`src/rtl/viterbi_dec.sv`:
```
// Hard-decision Viterbi decoder for the rate-1/2, K=3 code (g1=101, g2=111), 4-state ACS with
// register-exchange survivors. Define VITERBI_ERRCNT_EN to add the err_cnt channel-error counter.
module viterbi_dec #(
    parameter int TB_DEPTH = 15,
    parameter int METRIC_W = 5
) (
    input  logic        clk,
    input  logic        rst,
    input  logic        code,
    input  logic        code_valid,
    output logic        bit_out,
    output logic        bit_valid
`ifdef VITERBI_ERRCNT_EN
    ,
    output logic [15:0] err_cnt
`endif
);

    localparam int CNT_W = $clog2(TB_DEPTH + 1);
    localparam logic [METRIC_W-1:0] METRIC_MAX  = {METRIC_W{1'b1}};
    localparam logic [METRIC_W-1:0] METRIC_INIT = METRIC_W'(3);

    // Hamming distance between the received pair and the branch label of (state, u).
    function automatic logic [1:0] branch_bm(input logic [1:0] sym, input logic [1:0] st, input logic u);
        logic [1:0] exp_v;
        logic [1:0] diff_v;
        exp_v  = {u ^ st[0], u ^ st[1] ^ st[0]};
        diff_v = sym ^ exp_v;
        return {1'b0, diff_v[1]} + {1'b0, diff_v[0]};
    endfunction

    function automatic logic [METRIC_W-1:0] sat_add(input logic [METRIC_W-1:0] m, input logic [1:0] bm);
        logic [METRIC_W:0] sum_v;
        sum_v = {1'b0, m} + {{(METRIC_W-1){1'b0}}, bm};
        if (sum_v[METRIC_W]) begin
            return METRIC_MAX;
        end else begin
            return sum_v[METRIC_W-1:0];
        end
    endfunction

    logic                phase_r;
    logic                sym1_r;
    logic [CNT_W-1:0]    sym_cnt_r;
    logic                acs_d_r;
    logic                bit_out_r;
    logic                bit_valid_r;
    logic [METRIC_W-1:0] metric_r   [4];
    logic [TB_DEPTH-1:0] surv_r     [4];

    logic                acs_s;
    logic [1:0]          sym_s;
    logic [1:0]          bm0_s      [4];
    logic [1:0]          bm1_s      [4];
    logic [METRIC_W-1:0] cand0_s    [4];
    logic [METRIC_W-1:0] cand1_s    [4];
    logic                sel_s      [4];
    logic [METRIC_W-1:0] new_metric_s [4];
    logic [METRIC_W-1:0] norm_metric_s [4];
    logic [TB_DEPTH-1:0] new_surv_s [4];
    logic [METRIC_W-1:0] min_s;
    logic [1:0]          best_s;

    // Add-compare-select for all four next states; ties favour the predecessor with s0=0.
    always_comb begin : acs_comb
        logic [1:0] ns_v;
        logic [1:0] pred0_v;
        logic [1:0] pred1_v;
        ns_v          = 2'b00;
        pred0_v       = 2'b00;
        pred1_v       = 2'b01;
        sym_s         = {sym1_r, code};
        acs_s         = code_valid & phase_r;
        min_s         = METRIC_MAX;
        bm0_s         = '{default: 2'b00};
        bm1_s         = '{default: 2'b00};
        cand0_s       = '{default: '0};
        cand1_s       = '{default: '0};
        sel_s         = '{default: 1'b0};
        new_metric_s  = '{default: '0};
        norm_metric_s = '{default: '0};
        new_surv_s    = '{default: '0};
        for (int i = 0; i < 4; i++) begin
            ns_v       = 2'(i);
            pred0_v    = {ns_v[0], 1'b0};
            pred1_v    = {ns_v[0], 1'b1};
            bm0_s[i]   = branch_bm(sym_s, pred0_v, ns_v[1]);
            bm1_s[i]   = branch_bm(sym_s, pred1_v, ns_v[1]);
            cand0_s[i] = sat_add(metric_r[pred0_v], bm0_s[i]);
            cand1_s[i] = sat_add(metric_r[pred1_v], bm1_s[i]);
            if (cand1_s[i] < cand0_s[i]) begin
                sel_s[i]        = 1'b1;
                new_metric_s[i] = cand1_s[i];
                new_surv_s[i]   = {surv_r[pred1_v][TB_DEPTH-2:0], ns_v[1]};
            end else begin
                sel_s[i]        = 1'b0;
                new_metric_s[i] = cand0_s[i];
                new_surv_s[i]   = {surv_r[pred0_v][TB_DEPTH-2:0], ns_v[1]};
            end
            if (new_metric_s[i] < min_s) begin
                min_s = new_metric_s[i];
            end else begin
                min_s = min_s;
            end
        end
        for (int i = 0; i < 4; i++) begin
            norm_metric_s[i] = new_metric_s[i] - min_s;
        end
    end

    // Best state is the lowest-index state whose normalised metric is zero.
    always_comb begin
        best_s = 2'd3;
        for (int i = 3; i >= 0; i--) begin
            if (metric_r[i] == '0) begin
                best_s = 2'(i);
            end else begin
                best_s = best_s;
            end
        end
    end

    // Pair deserialiser, path metrics, survivors and symbol counter.
    always_ff @(posedge clk) begin
        if (rst) begin
            phase_r     <= 1'b0;
            sym1_r      <= 1'b0;
            sym_cnt_r   <= '0;
            acs_d_r     <= 1'b0;
            metric_r[0] <= '0;
            metric_r[1] <= METRIC_INIT;
            metric_r[2] <= METRIC_INIT;
            metric_r[3] <= METRIC_INIT;
            surv_r      <= '{default: '0};
        end else begin
            acs_d_r <= acs_s;
            if (code_valid) begin
                phase_r <= ~phase_r;
                if (!phase_r) begin
                    sym1_r <= code;
                end
            end
            if (acs_s) begin
                metric_r <= norm_metric_s;
                surv_r   <= new_surv_s;
                if (sym_cnt_r < CNT_W'(TB_DEPTH)) begin
                    sym_cnt_r <= sym_cnt_r + CNT_W'(1);
                end
            end
        end
    end

    // Decoded bit is taken from the oldest survivor position one cycle after each ACS.
    always_ff @(posedge clk) begin
        if (rst) begin
            bit_out_r   <= 1'b0;
            bit_valid_r <= 1'b0;
        end else begin
            bit_valid_r <= acs_d_r & (sym_cnt_r == CNT_W'(TB_DEPTH));
            if (acs_d_r) begin
                bit_out_r <= surv_r[best_s][TB_DEPTH-1];
            end
        end
    end

    assign bit_out   = bit_out_r;
    assign bit_valid = bit_valid_r;

`ifdef VITERBI_ERRCNT_EN
    logic [1:0]  win_bm_r [4];
    logic [15:0] err_cnt_r;
    logic [16:0] err_sum_s;

    assign err_sum_s = {1'b0, err_cnt_r} + {15'd0, win_bm_r[best_s]};

    // Accumulates the branch metric that won into the best state, saturating at all-ones.
    always_ff @(posedge clk) begin
        if (rst) begin
            win_bm_r  <= '{default: 2'b00};
            err_cnt_r <= 16'd0;
        end else begin
            if (acs_s) begin
                for (int i = 0; i < 4; i++) begin
                    win_bm_r[i] <= sel_s[i] ? bm1_s[i] : bm0_s[i];
                end
            end
            if (acs_d_r) begin
                err_cnt_r <= err_sum_s[16] ? 16'hFFFF : err_sum_s[15:0];
            end
        end
    end

    assign err_cnt = err_cnt_r;
`endif

endmodule

```
`config.mk`:
```
export PLATFORM = sky130hd
export DESIGN_NAME = viterbi_dec
export DESIGN_NICKNAME = d
export VERILOG_FILES = /design/src/rtl/viterbi_dec.sv
export SDC_FILE = /design/constraint.sdc
export NUM_CORES = 1
export LEC_CHECK = 0
export BUFFER_PORTS_ARGS = -buffer_cell sky130_fd_sc_hd__buf_4
export CAP_MARGIN = 0
export CORE_MARGIN = 8
export CORE_UTILIZATION = 35
export DETAILED_ROUTE_END_ITERATION = 10
export PLACE_DENSITY = 0.49
export SYNTH_ARGS = -nofsm -noshare
export SYNTH_HDL_FRONTEND = slang
export SYNTH_SLANG_ARGS = --single-unit
```
`constraint.sdc`:
```
create_clock -name clk -period 10.4 [get_ports clk]
set_clock_uncertainty 0.05 [all_clocks]
set_input_delay 1.04 -clock clk [delete_from_list [all_inputs] [get_ports clk]]
set_output_delay 1.04 -clock clk [all_outputs]
set_load 0.02 [all_outputs]
```
==> run_results.csv <==
group,metric,value,unit
routing,first_pass_iters,5,
worst_setup_path,cp_max_fo,8,
clocking,numCtsBuffers,9,
routing,wl_per_cell,17.5,microns
layout,mostFrequentLayoutCell,"nand2_1",
placed_design,hpwlAfterDp,14100,microns
worst_setup_path,reg2reg_depth,44,
timing,worst_slew_pin_slew,0.913,ns
floorplanning,die_w,154,microns
synthesis,ys_ff_latch,84,
worst_setup_path,crit_path_end,"metric_r[14]",
floorplanning,die_y,154,microns
layout,final_cell_mix,"nand2_1 (100), dfxtp_1 (84), o21ai_0 (76), mux2i_1 (65)",
floorplanning,die_area,23700,sq um
layout,areaGrowthSynthToFinish,9.72,%
timing,fmax,0.101,GHz
synthesis,synthDistinctLibCells,91,
clocking,cts_buffer_depth,2,
worst_setup_path,slowest_delay,0.56,ns
timing,rsz0062_at_grt,"false",
synthesis,synthFlopType,"dfxtp_1",
grt,grt_pass1_wl,30200,microns
clocking,htree_levels,3,
routing,routed_wl,18600,microns
worst_setup_path,r2r_slack,0.92,ns
worst_setup_path,critPathKind,"in -> reg",
synthesis,synth_xor_area_share,3.75,%
timing,slew_viol_final,0,
synthesis,synth_compound_area_share,25.5,%
grt,grt_usage,15.8,%
timing,hold_viol,0,
worst_setup_path,path_depth,45,
synthesis,async_flop_share,0,%
routing,vias,6001,
clocking,clk_latency,0.35,ns
grt,grt_pass1_vias,5933,
outcome,outcome,"finished, final reports clean",
layout,finalNetCount,883,
routing,drt_iter0_drc,311,
synthesis,seq_area_frac_synth,25.2,%
worst_setup_path,critical_path_arrival,10.06,ns
placed_design,io_buffers,5,
floorplanning,initial_utilization,35.7,%
routing,routed_via_density,5.66,
clocking,cts_root_buf,"clkbuf_16",
clocking,path_clk_slew,0.07,ns
synthesis,synth_top_family_by_area,"compound AO/OA/AOI/OAI gates",
worst_setup_path,worstPathRequired,10.59,ns
layout,antennaDiodeCount,0,
clocking,cts.sink_count,84,
synthesis,synth_edf_count,0,
timing,setup_viol,0,
grt,gr-total-overflow,0,
worst_setup_path,critPathTopFamily,"adder cells",
worst_setup_path,rr_startpoint,"sym1_r",
synthesis,syn_area_per_cell,8.09,sq um
floorplanning,num_io_pins,6,
worst_setup_path,start_kind,"primary input",
timing,slew_headroom,37.4,%
synthesis,synth_area,6670,sq um
synthesis,yosys.area_share.simple,17.9,%
hold_path,worst_hold_path_type,"reg -> reg",
clocking,cts_tree,"done",
clocking,holdBufCountCts,0,
synthesis,synth_fa_ha_area_share,11.4,%
routing,drtAntennaViolNets,0,
worst_setup_path,timing.critical_path.buf_inv,10,
layout,drive_above_1_share,9.92,%
timing,tns,0,ns
floorplanning,placementRows,50,
worst_setup_path,reg2reg_to,"metric_r[14]",
flow_run,maxCapViolations,0,
synthesis,muxShareOfSynthArea,11.0,%
worst_setup_path,startpoint,"code",
synthesis,synth_fp_nets,885,
floorplanning,coreArea,18700,sq um
placed_design,place_congestion,0.839,
grt,antenna_found_initial,0,
worst_setup_path,cp_slowest_cell,"or4_4",
synthesis,yosys_warnings,0,
grt,grt_max_degree,69,
synthesis,synthCells,824,
timing,min_period,9.87,ns
worst_setup_path,cp-end-kind,"flip-flop",
routing,drcViolationCount,0,
timing,finalCritPeriodShare,94.9,%
-- how the worst min path moves through the flow --
stage | startpoint | end | slack (ns) | depth (start not counted)
after floorplan | surv_r[14] | surv_r[14] | 0.37 | 2
after global placement | surv_r[29] | surv_r[29] | 0.39 | 2
after detailed placement | surv_r[44] | surv_r[44] | 0.39 | 2
after CTS | surv_r[44] | surv_r[44] | 0.41 | 2
after global routing | surv_r[59] | surv_r[59] | 0.44 | 2
final | surv_r[44] | surv_r[44] | 0.41 | 2
-- tightest hold or removal path: stages, from the launching register on --
cell and delay, ns:
dfxtp_1 0.33, nand2_1 0.05, o21ai_0 0.05
-- flip-flops by register name, indices dropped and copies added, names as in the netlist --
signal and count:
sym1_r 1, phase_r 1, acs_d_r 1, bit_valid 1, surv_r 55, sym_cnt_r 4, bit_out 1, metric_r 20
-- Yosys cell counts, types with 8 or more instances --
library cell | n | area [sq um]
a21o_1 | 10 | 75.1
nand3_1 | 14 | 70.1
a31oi_1 | 13 | 81.3
mux2i_1 | 65 | 651
a211oi_1 | 8 | 60.1
dfxtp_1 | 84 | 1680
a21oi_1 | 47 | 235
buf_2 | 8 | 40.0
and2_1 | 8 | 50.1
ha_1 | 53 | 663
and3_1 | 10 | 62.6
inv_1 | 44 | 165
nor2_1 | 54 | 203
o211ai_1 | 12 | 90.1
xor2_1 | 13 | 114
xnor2_1 | 13 | 114
nand2b_1 | 8 | 50.1
nor3_1 | 16 | 80.1
o21ai_0 | 76 | 380
clkbuf_1 | 20 | 75.1
nand2_1 | 100 | 375
-- per-stage QoR --
stage	util, %	instance area (sq um)	setup slack [ns]	hold WS, ns	instances
floorplan	-	6670	0.673	0.374	824
global placement	37.2	6950	0.313	0.390	1040
detailed placement	37.2	6950	0.0609	0.395	1040
CTS	38.8	7250	0.402	0.411	1056
global route	39.1	7320	0.0114	0.444	1061
finish	39.1	7320	0.532	0.411	1061
-- what timing repair did --
| action | 4_1_cts | 5_1_grt |
|---|---|---|
| resized for setup | 0 | 6 |
| endpoints found under the setup margin | 0 | 7 |
| hold endpoints to repair | 0 | 0 |
| setup buffers | 0 | 5 |
-- final cells by class --
type                            count  area (sq um)
Clock inverter                      7          76.3
Clock buffer                        9           225
Inverter                           45           169
Timing Repair Buffer               24           180
Fill cell                        1927         11400
Tap cell                          234           293
Multi-Input combinational cell    658          4690
Sequential cell                    84          1680
-- per-layer routing --
layer  global-route usage [%]  part of all wire, %  up-vias
met5                        0                    0        -
met4                     7.51                  3.4        0
met3                     2.91                  3.5       36
met2                     25.9                   47      109
met1                     19.5                   46     2850
li1                         -                    -     3006
-- cells by family (layout without fill, tap and decap cells) --
group,count (synthesis),in the layout
DFF,84,84
buffers and inverters,82,85
AOI/OAI and AO/OA,248,248
muxes,72,72
and+or+nand+nor,252,252
adders and majority gates,59,59
xor gates and xnor gates,27,27
Power is not shown: default switching activity piles up to over one toggle a cycle in this logic, so the estimate is an artifact.
